`config.mk`:
```
export PLATFORM = sky130hd
export DESIGN_NAME = imm_gen_pipe
export DESIGN_NICKNAME = d
export VERILOG_FILES = /design/src/rtl/imm_gen_pkg.sv /design/src/rtl/imm_decode.sv /design/src/rtl/imm_gen_pipe.sv
export SDC_FILE = /design/constraint.sdc
export NUM_CORES = 1
export LEC_CHECK = 0
export CAP_MARGIN = 20
export CORE_MARGIN = 2
export CORE_UTILIZATION = 46
export CTS_CLUSTER_SIZE = 10
export DETAILED_ROUTE_END_ITERATION = 16
export PLACE_DENSITY = 0.76
export REMOVE_ABC_BUFFERS = 1
export SLEW_MARGIN = 5
export SYNTH_ARGS = -nofsm -noshare
export SYNTH_HDL_FRONTEND = slang
export SYNTH_SLANG_ARGS = --single-unit
```
`constraint.sdc`:
```
create_clock -name clk_i -period 1.8 [get_ports clk_i]
set_clock_uncertainty 0.15 [all_clocks]
set_input_delay 0.54 -clock clk_i [delete_from_list [all_inputs] [get_ports clk_i]]
set_output_delay 0.54 -clock clk_i [all_outputs]
set_load 0.005 [all_outputs]
```
`src/rtl/imm_gen_pkg.sv`:
```
// Shared types for the pipelined RV immediate generator.
// Opcodes, format codes, payload struct and skid states.
package imm_gen_pkg;

  localparam logic [6:0] OPC_LOAD     = 7'b0000011;
  localparam logic [6:0] OPC_OP_IMM   = 7'b0010011;
  localparam logic [6:0] OPC_AUIPC    = 7'b0010111;
  localparam logic [6:0] OPC_OP_IMM32 = 7'b0011011;
  localparam logic [6:0] OPC_STORE    = 7'b0100011;
  localparam logic [6:0] OPC_OP       = 7'b0110011;
  localparam logic [6:0] OPC_LUI      = 7'b0110111;
  localparam logic [6:0] OPC_OP32     = 7'b0111011;
  localparam logic [6:0] OPC_BRANCH   = 7'b1100011;
  localparam logic [6:0] OPC_JALR     = 7'b1100111;
  localparam logic [6:0] OPC_JAL      = 7'b1101111;
  localparam logic [6:0] OPC_SYSTEM   = 7'b1110011;

  typedef enum logic [2:0] {
    FMT_R = 3'd0,
    FMT_I = 3'd1,
    FMT_S = 3'd2,
    FMT_B = 3'd3,
    FMT_U = 3'd4,
    FMT_J = 3'd5
  } fmt_e;

  localparam logic [2:0] STAT_ILL = 3'd6;

  // imm holds the 32-bit sign-extended value; widened to XLEN at the output
  typedef struct packed {
    logic [31:0] imm;
    fmt_e        fmt;
    logic        illegal;
  } imm_pay_t;

  typedef enum logic [1:0] {
    SK_EMPTY = 2'd0,
    SK_ONE   = 2'd1,
    SK_FULL  = 2'd2
  } skid_e;

  function automatic logic [63:0] sext64(input logic [31:0] v);
    return {{32{v[31]}}, v};
  endfunction

endpackage

```
`src/rtl/imm_decode.sv`:
```
// Combinational opcode decode: raw instruction to immediate payload.
// XLEN=64 additionally accepts the RV64 word-op opcodes.
module imm_decode
  import imm_gen_pkg::*;
#(
  parameter int XLEN = 32
) (
  input  logic [31:0] inst_i,
  output imm_pay_t    pay_o
);

  logic [6:0] op;
  logic       rv64;
  logic       is_i, is_s, is_b, is_u, is_j, is_r;

  assign op   = inst_i[6:0];
  assign rv64 = (XLEN == 64);

  assign is_i = (op == OPC_OP_IMM) | (op == OPC_LOAD)
              | (op == OPC_JALR) | (op == OPC_SYSTEM)
              | (rv64 & (op == OPC_OP_IMM32));
  assign is_s = (op == OPC_STORE);
  assign is_b = (op == OPC_BRANCH);
  assign is_u = (op == OPC_LUI) | (op == OPC_AUIPC);
  assign is_j = (op == OPC_JAL);
  assign is_r = (op == OPC_OP) | (rv64 & (op == OPC_OP32));

  always_comb begin
    pay_o     = '0;
    pay_o.fmt = FMT_R;
    unique case (1'b1)
      is_i: begin
        pay_o.fmt = FMT_I;
        pay_o.imm = {{20{inst_i[31]}}, inst_i[31:20]};
      end
      is_s: begin
        pay_o.fmt = FMT_S;
        pay_o.imm = {{20{inst_i[31]}}, inst_i[31:25],
                     inst_i[11:7]};
      end
      is_b: begin
        pay_o.fmt = FMT_B;
        pay_o.imm = {{19{inst_i[31]}}, inst_i[31],
                     inst_i[7], inst_i[30:25],
                     inst_i[11:8], 1'b0};
      end
      is_u: begin
        pay_o.fmt = FMT_U;
        pay_o.imm = {inst_i[31:12], 12'b0};
      end
      is_j: begin
        pay_o.fmt = FMT_J;
        pay_o.imm = {{11{inst_i[31]}}, inst_i[31],
                     inst_i[19:12], inst_i[20],
                     inst_i[30:21], 1'b0};
      end
      is_r: begin
        pay_o.fmt = FMT_R;
      end
      default: begin
        pay_o.illegal = 1'b1;
      end
    endcase
  end

endmodule

```
`src/rtl/imm_gen_pipe.sv`:
```
// Registered immediate generator behind a 2-slot skid buffer.
// Define IMM_GEN_STATS_EN to build per-format output counters.
module imm_gen_pipe
  import imm_gen_pkg::*;
#(
  parameter int XLEN  = 32
`ifdef IMM_GEN_STATS_EN
  ,
  parameter int CNT_W = 16
`endif
) (
  input  logic             clk_i,
  input  logic             rst_i,
  input  logic             valid_i,
  output logic             ready_o,
  input  logic [31:0]      inst_i,
  output logic             valid_o,
  input  logic             ready_i,
  output logic [XLEN-1:0]  imm_o,
  output logic [2:0]       fmt_o,
  output logic             illegal_o
`ifdef IMM_GEN_STATS_EN
  ,
  input  logic [2:0]       stat_sel_i,
  output logic [CNT_W-1:0] stat_cnt_o
`endif
);

  imm_pay_t dec_pay;
  imm_pay_t out_q, out_d;
  imm_pay_t skid_q, skid_d;
  skid_e    state_q, state_d;
  logic     rdy_q;
  logic     in_fire, out_fire;

  imm_decode #(.XLEN(XLEN)) u_dec (
    .inst_i (inst_i),
    .pay_o  (dec_pay)
  );

  assign ready_o  = rdy_q;
  assign valid_o  = (state_q != SK_EMPTY);
  assign in_fire  = valid_i & ready_o;
  assign out_fire = valid_o & ready_i;

  always_comb begin
    state_d = state_q;
    out_d   = out_q;
    skid_d  = skid_q;
    unique case (state_q)
      SK_EMPTY: begin
        if (in_fire) begin
          out_d   = dec_pay;
          state_d = SK_ONE;
        end
      end
      SK_ONE: begin
        case ({in_fire, out_fire})
          2'b11: out_d = dec_pay;
          2'b01: state_d = SK_EMPTY;
          2'b10: begin
            skid_d  = dec_pay;
            state_d = SK_FULL;
          end
          default: ;
        endcase
      end
      SK_FULL: begin
        if (out_fire) begin
          out_d   = skid_q;
          state_d = SK_ONE;
        end
      end
      default: state_d = SK_EMPTY;
    endcase
  end

  // ready is registered so it never depends on ready_i combinationally
  always_ff @(posedge clk_i or negedge rst_i) begin
    if (!rst_i) begin
      state_q <= SK_EMPTY;
      out_q   <= '0;
      skid_q  <= '0;
      rdy_q   <= 1'b1;
    end else begin
      state_q <= state_d;
      out_q   <= out_d;
      skid_q  <= skid_d;
      rdy_q   <= (state_d != SK_FULL);
    end
  end

  assign fmt_o     = out_q.fmt;
  assign illegal_o = out_q.illegal;

  if (XLEN == 64) begin : g_x64
    assign imm_o = sext64(out_q.imm);
  end else begin : g_x32
    assign imm_o = out_q.imm;
  end

`ifdef IMM_GEN_STATS_EN
  logic [CNT_W-1:0] cnt_q [8];
  logic [2:0]       cnt_idx;

  assign cnt_idx = out_q.illegal ? STAT_ILL : out_q.fmt;

  // slot 7 is never written, so selecting it reads back zero
  always_ff @(posedge clk_i or negedge rst_i) begin
    if (!rst_i) begin
      for (int i = 0; i < 8; i++) cnt_q[i] <= '0;
    end else if (out_fire && (cnt_q[cnt_idx] != '1)) begin
      cnt_q[cnt_idx] <= cnt_q[cnt_idx] + 1'b1;
    end
  end

  assign stat_cnt_o = cnt_q[stat_sel_i];
`endif

endmodule
```
; After elaboration in Yosys (flattened, before gate mapping)
; Index checks and enable logic that the tools add are counted.
; Widths: inputs -> output; s select.
[classes]
n_div = 0
addsub = 0
order_cmp = 0
shifts = 0
eq_ne = 19
n_mul = 0
n_bitwise = 6
muxes = 11
reduce_logical = 6
[op_table]
columns = op, count
row1 = $pmux 32 s5, 1
row2 = $mux 36, 3
row3 = $pmux 36 s3, 1
row4 = $eq 7x7->1 const B, 4
row5 = $eq 7x6->1 const B, 3
row6 = $pmux 3 s5, 1
row7 = $eq 7x5->1 const B, 2
row8 = $eq 7x2->1 const B, 1
row9 = $eq 2x2->1 const B, 3
row10 = $ne 2x2->1 const B, 3
row11 = $pmux 2 s3, 1
row12 = $reduce_or 6->1, 1
row13 = $eq 2x1->1 const B, 2
row14 = $mux 2, 2
row15 = $or 1x1->1, 4
row16 = $pmux 2 s2, 1
row17 = $reduce_and 4->1, 1
row18 = $reduce_bool 3->1, 1
row19 = $and 1x1->1, 2
row20 = $logic_not 2->1, 1
row21 = $ne 2x1->1 const B, 1
row22 = $reduce_and 2->1, 1
row23 = $reduce_bool 2->1, 1
row24 = $mux 1, 1
[totals]
latchBits = 0
output_inout_bits = 38
regBits = 75
wordCells = 50
ram_bits = 0
inputBits = 36
n_memories = 0
rom_bits = 0

; Logic depth before layout (Yosys ltp)
; Gate-level depths: netlist of run 1.
[logic_depth]
depth_word = 8
depth_mapped = 6
depth_no_buf = 4

; Hierarchy
; Synthesis of run 1 repeated with hierarchy kept, for this count alone.
[hier_totals]
cells_unflattened = 296
hier_area_um2 = 4152.7
[by_module_without_submodules]
columns = module, seq_area_each_um2, cells_per_inst, area_each_um2, n_inst
row1 = imm_gen_pipe, 1878.1, 211, 3585.9, 1
row2 = imm_decode, 0.0, 85, 566.8, 1

; Worst setup path after synthesis of run 1
; No wires, ideal clock.
[synth_timing]
path_type = in2reg
from = in inst_i[2]
to = reg out_q, in the netlist imm_o[0]
arrival_time_ps = 1783
required_ps = 1574
setup_ps = 76
n_path_buf = 1
cell_stages = 5
slack_ps = -209
path_cell_list = buf_6 -> or4b_1 -> o211ai_1 -> or4b_1 -> o21ai_1
[synth_between]
elab_chain_len = 7
elab_cells_between_ends = 17
classes_between = eq/ne (9) / mux (4) / bitwise (4)
[synth_lines]
columns = item, line_no
row1 = "start, declared", imm_gen_pipe.sv:16  ; input logic [31:0] inst_i,
row2 = $eq 7x5->1 / $eq 7x2->1 (equally long branches), imm_decode.sv:19  ; assign is_i = (op == OPC_OP_IMM) | (op == OPC_LOAD)
row3 = $or 1x1->1, imm_decode.sv:19
row4 = $or 1x1->1 (2 in a row), imm_decode.sv:20  ; | (op == OPC_JALR) | (op == OPC_SYSTEM)
row5 = $pmux 32 s5 *, imm_decode.sv:31  ; unique case (1'b1)
row6 = "$mux 36, on equally long branches", "imm_gen_pipe.sv:58, imm_gen_pipe.sv:52"
row7 = $pmux 36 s3 *, imm_gen_pipe.sv:50  ; unique case (state_q)
row8 = "end signal, assigned", imm_gen_pipe.sv:87  ; out_q <= out_d;
row9 = "end, declared", imm_gen_pipe.sv:30  ; imm_pay_t out_q, out_d;
; Every way passes the cells marked *; elsewhere a longest branch is shown, timed or not. The select of a mux whose other input is x is not followed.
; A chain may end at the register's enable or synchronous reset.

; Worst setup path in the final report of run 1
[layout_timing]
from = reg state_q[1]
to = out valid_o
[layout_between]
elab_chain_len = 1
[layout_lines]
columns = item, line_no
row1 = "start, declared", imm_gen_pipe.sv:32  ; skid_e state_q, state_d;
row2 = "start signal, assigned", imm_gen_pipe.sv:86  ; state_q <= state_d;
row3 = $reduce_bool 2->1, imm_gen_pipe.sv:42  ; assign valid_o = (state_q != SK_EMPTY);
row4 = "end, declared", imm_gen_pipe.sv:17  ; output logic valid_o,
; No other way between the ends.

==> results of run 1 <==
## flip-flops by register name, summed over array words and instances (netlist names)
signal,cells
imm_o,32
fmt_o,3
ready_o,1
state_q,2
skid_q,36
illegal_o,1
## worst min-delay path by stage
stage	end	cells past startpoint	slack [ns]
CTS	skid_q[3]	2	0.33
finish	skid_q[1]	1	0.34
global route	skid_q[1]	1	0.35
global placement	skid_q[3]	2	0.30
floorplan	fmt_o[0]	0	0.09
detailed placement	skid_q[3]	2	0.31
## kinds of logic (layout without fill, tap and decap cells)
group	count (synthesis)	after routing	share of synthesized area, %
buffers and inverters	35	195	4.09
AND/OR/NAND/NOR	157	157	20.4
multiplexers	3	3	0.819
flip-flops	75	75	51.2
XOR/XNOR	1	1	0.239
AO/OA/AOI/OAI	124	124	23.3
## where the power goes
group / leakage [nW] / switching, mW / internal, mW
combinational: 1.68 / 1.73 / 2.00
sequential: 0.921 / 0.448 / 2.41
clock: 0.0843 / 0.653 / 0.535
total: 2.68 / 2.83 / 4.94
## worst reg2reg max path, delay by kind of cell, from the launching register on
family                 cells  cell delay (ns)
buffers and inverters      5             0.75
flip-flops                 1             0.40
AO/OA/AOI/OAI              2             0.25
AND/OR/NAND/NOR            2             0.23
## synthesized netlist by cell type (2+ instances only)
cell	count	area, um^2
a221oi_1	20	175
inv_1	4	15.0
nor4_1	3	18.8
a41oi_1	4	35.0
o21ai_0	20	100
a211o_1	3	26.3
nor2_1	80	300
a211oi_1	15	113
o2bb2a_1	6	60.1
and3_1	2	12.5
mux2i_1	3	30.0
buf_2	9	45.0
nand2b_1	3	18.8
a31oi_1	7	43.8
a21oi_1	29	145
nand4b_1	2	17.5
nand2_1	31	116
o21ai_1	3	15.0
or4b_1	3	30.0
nor3_1	7	35.0
and4b_1	2	20.0
nand3b_1	2	15.0
o22ai_1	3	18.8
nor2b_1	2	12.5
a21o_1	3	22.5
or4b_2	4	40.0
a22o_1	6	52.6
and2_1	6	37.5
dfrtp_1	74	1850
clkbuf_1	21	78.8
nand3_1	3	15.0
## through the flow
step | utilization, % | instance area (um^2) | std cells
4_1_cts | 74.0 | 5720 | 649
6_report | 79.9 | 6170 | 657
2_1_floorplan | - | 3530 | 364
5_1_grt | 79.9 | 6170 | 657
3_3_place_gp | 63.7 | 4920 | 600
3_5_place_dp | 63.7 | 4920 | 600
## layer usage
metal,vias up,global-route usage (%)
met2,209,50.4
met5,-,0
met1,2036,36.5
met4,0,11.8
met3,48,6.04
li1,1745,-
## timing repair
action	in CTS	in global routing
cloned	10	6
resized for setup	165	83
pin swaps	29	19
hold buffers	1	0
buffers inserted	22	3
setup endpoints to repair	110	70
endpoints found under the hold margin	13	0
## final cells by class
class | count | area, um^2 | area share (%)
Timing Repair Buffer | 175 | 1760 | 28.6
Multi-Input combinational cell | 285 | 2210 | 35.8
Inverter | 4 | 15.0 | 0.243
Clock inverter | 6 | 41.3 | 0.669
Clock buffer | 10 | 138 | 2.23
Sequential cell | 75 | 1880 | 30.4
Tap cell | 102 | 128 | 2.07
==> qor.csv, run 1 <==
metric;value;unit
status;complete, but fails checks;
violations;negative setup slack;
holdWs;0.335;ns
crit_path_start;state_q[1];
place_ws;-1.01;ns
final_antenna_net_count;0;
r2r_end;imm_o[23];
synth-edff-count;0;
finalMaxSlewViolations;0;
hold_start;skid_q[1];
wl_met3;1010;um
diodes;0;
vias_per_cell;6.15;
yosysSeqAreaShare;51.2;%
clock_sinks;75;
r2r_cells;9;
finalHoldViolations;0;
setup_ws;-0.0881;ns
grt_pass1_vias;3924;
slowest_delay;0.40;ns
start_kind;flop;
die_h;93.3;um
wirelength;13600;um
routedLengthMet1;5240;um
overflow;0;
finalPower;7.77;mW
endpoint;valid_o;
path_max_fanout;2;
path_class;reg -> out;
drive_gt1_share;39.6;%
highest_layer;met4;
ctsHtreeMaxLevel;3;
cp.depth;3;
p_per_area;1260;mW/mm^2
clk_pin_slew_worst_paths;0.07;ns
cts_buffer_depth;2;
async_flop_share;100;%
gp_congestion;0.901;
drc;0;
cp.arrival;1.20;ns
cts_tree;done;
grt_setup_unrepaired;true;
fillers;446;
drt_pre_antenna_iters;5;
synth_ff_type;dfrtp_1;
path_cells;buf_6 -> or2_4 -> buf_6;
max_clock_freq;0.530;GHz
grt_pass1_wl;19700;um
dieArea;0.00870;mm^2
crit_top_cell;buf_6;
power_leakage;2.68;nW
core;0.00773;mm^2
drv_cap;0;
cp_top_family;flip-flops;
finalCritPeriodShare;105;%
yosys_warnings;0;
crit_path_end_kind;output pin;
worstMarginPinSlew;0.451;ns
critPathRequiredTime;1.11;ns
setup_viol;33;
ys_seq_elements;75;
portBuffers;73;
crit_path_top_delay_cell;dfrtp_1;
wl_met2;6790;um
syn_avg_cell_area;9.28;um^2
critical_path_buf_inv_count;2;
ios;74;
synth_cells;395;
synth_area;0.00367;mm^2
fin_crit;1.89;ns
fin_nets;586;
antenna_found_initial;0;
ir_drop;875;uV
wl_per_cell;20.6;um
dp_hpwl;7220;um
final_cell_mix;74 x dfrtp_1, 69 x nor2_1, 58 x buf_4, 40 x dlygate4sd2_1, 28 x nand2_1;
r2r_start;state_q[0];
slew_headroom;70.0;%
initialDrtViolationCount;197;
start_util;47.5;%
root_buffer;clkbuf_8;
setup_tns;-1.16;ns
r2r_slack;-0.07;ns
layout_commonest_cell;dfrtp_1;
grt_max_degree;32;
row_count;32;
grt_usage;29.5;%
via_count;4038;
ys_types;46;
syn2layout_area_growth;68.3;%
clkLatencyLatePin;0.36;ns
die_x;93.3;um
cts-buffers-inserted;9;
hold_path_class;reg -> reg;
No activity file was read; power rests on OpenSTA's default activity.
==> run 2: changes to the inputs <==
- CORE_UTILIZATION: 46 -> 51
- PLACE_DENSITY: 0.76 -> 0.8
- clock period: 1.8 -> 1.9 ns (I/O delays scaled with it)
==> run 2 against run 1 <==
The flow still finishes with violations (negative setup slack). Count of clock-buffer cells in the layout down 1. Register-to-register slack worse by 0.16 ns. Critical endpoint is now imm_o[22]. Total power is essentially flat. Highest routed layer unchanged.
==> qor.csv, run 2 (synthesis results as in run 1) <==
metric;value;unit;change
hold_path_class;reg -> reg;;
dp_hpwl;7650;um;+6.0%
vias_per_cell;7.19;;+17%
syn2layout_area_growth;72.0;%;
finalHoldViolations;0;;unchanged
finalMaxSlewViolations;0;;unchanged
setup_tns;-4.12;ns;-2.95 ns
path_class;in -> reg;;
drc;0;;unchanged
holdWs;0.371;ns;+0.0354 ns
clkLatencyLatePin;0.39;ns;+0.03 ns
via_count;4795;;+19%
grt_pass1_vias;4338;;+11%
fin_crit;2.21;ns;
core;0.00687;mm^2;-11%
switching_share;41.6;%;+5.2 points
path_cells;buf_8 -> buf_6 -> buf_6 -> nand4_1 -> buf_4 -> nor4_4 -> buf_2 -> a211oi_2 -> a221oi_2;;
ir_drop;798;uV;-8.9%
wirelength;19400;um;+43%
die_h;88.8;um;-4.8%
cts-buffers-inserted;9;;unchanged
use_met2;60.8;%;+10 points
dieArea;0.00789;mm^2;-9.4%
utilization;91.8;%;+12 points
die_x;88.8;um;-4.8%
max_clock_freq;0.453;GHz;
grt_use_met3;8.77;%;+2.7 points
critical_path_buf_inv_count;5;;+3
finalCritPeriodShare;116;%;
portBuffers;73;;unchanged
drv_cap;0;;unchanged
p_per_area;1230;mW/mm^2;-2.1%
wl_per_cell;29.1;um;+41%
layout_commonest_cell;nor2_1;;
crit_top_cell;buf_6;;
status;complete, but fails checks;;
clk_pin_slew_worst_paths;0.11;ns;+0.04 ns
cts_buffer_depth;2;;unchanged
final_cell_mix;77 x nor2_1, 74 x buf_4, 74 x dfrtp_1, 42 x dlygate4sd2_1, 27 x nand2_1;;
grt_use_met1;44.8;%;+8.4 points
drt_pre_antenna_iters;10;;+5
root_buffer;clkbuf_8;;
power_leakage;2.77;nW;+3.3%
start_kind;primary input;;
finalPower;7.78;mW;about the same
ctsHtreeMaxLevel;3;;unchanged
combPwrFrac;46.8;%;-1.2 points
p_seq_share;36.6;%;about the same
grt.busiest_layer;met2;;
dp_cells;599;;-0.17%
grt_pass1_wl;21900;um;+11%
internal-power;4.54;mW;-8.1%
clock_sinks;75;;unchanged
setup_viol;51;;+55%
grt_max_degree;30;;-6.3%
initialDrtViolationCount;764;;+290%
crit_path_top_delay_cell;a221oi_2;;
gp_congestion;0.846;;-6.0%
slew_headroom;70.5;%;+0.50 points
start_util;53.4;%;+5.9 points
cts_tree;done;;
cp.arrival;2.31;ns;+1.11 ns
critPathRequiredTime;2.01;ns;+0.90 ns
cp_top_family;buffers and inverters;;
setup_ws;-0.307;ns;-0.219 ns
overflow;0;;unchanged
path_max_fanout;7;;+5
largest_reg_flops;36;;unchanged
switchingPower;3.23;mW;+14%
fin_nets;601;;+2.6%
slowest_delay;0.43;ns;+0.03 ns
antenna_found_initial;1;;+1
grt_setup_unrepaired;true;;
crit_path_end_kind;flop;;
row_count;30;;-6.3%
final_antenna_net_count;0;;unchanged
final_cells;667;;+1.5%
worstMarginPinSlew;0.438;ns;-0.0122 ns
violations;negative setup slack;;
ios;74;;unchanged
p_clk_share;16.5;%;+1.2 points
grt_usage;37.2;%;+7.7 points
largest_register;skid_q;;
drive_gt1_share;40.0;%;+0.36 points
-- run 2: layer usage --
metal	part of all wire, %	wire length (um)
met5	0	0
met1	33	6370
met4	8.9	1740
met2	45	8730
met3	13	2600
-- run 2: path summary, 6_finish.rpt --
kind / depth (start not counted) / endpoint / slack, ns / from
max: 9 / imm_o[22] / -0.31 / inst_i[6]
min: 1 / skid_q[11] / 0.37 / skid_q[11]
max reg2reg: 10 / skid_q[21] / -0.23 / state_q[0]
min reg2reg: 1 / skid_q[11] / 0.37 / skid_q[11]
max in group asynchronous: 3 / imm_o[25] / 0.49 / rst_i
min in group asynchronous: 2 / skid_q[6] / 0.50 / rst_i
-- run 2: metrics by stage --
step	area [um^2]	setup slack (ns)
5_1_grt	6310	-0.398
3_5_place_dp	4960	-0.815
4_1_cts	5800	-0.00303
2_1_floorplan	3530	-1.83
6_report	6310	-0.307
3_3_place_gp	4960	-0.773
-- run 2: repair_timing --
item                       4_1_cts  5_1_grt
pin swaps                       23       19
setup buffers                   26       14
setup endpoints to repair      108       66
gates cloned                     9        5
hold buffers                     1        0
gates resized for setup        158       84
hold endpoints to repair        22        0
-- run 2: layout make-up --
| type | count | area [um^2] |
|---|---|---|
| Antenna cell | 1 | 2.50 |
| Inverter | 4 | 15.0 |
| Timing Repair Buffer | 190 | 1920 |
| Sequential cell | 75 | 1880 |
| Multi-Input combinational cell | 285 | 2180 |
| Clock buffer | 9 | 124 |
| Tap cell | 96 | 120 |
| Fill cell | 230 | 563 |
| Clock inverter | 7 | 65.1 |
-- run 2: power by group through the flow --
stage / clock network [mW] / logic (mW) / registers, mW
floorplan: 0 / 1.02 / 2.67
global placement: 0 / 2.40 / 2.66
detailed placement: 0 / 2.49 / 2.70
CTS: 1.23 / 2.84 / 2.65
global route: 1.32 / 3.80 / 2.83
finish: 1.29 / 3.64 / 2.85
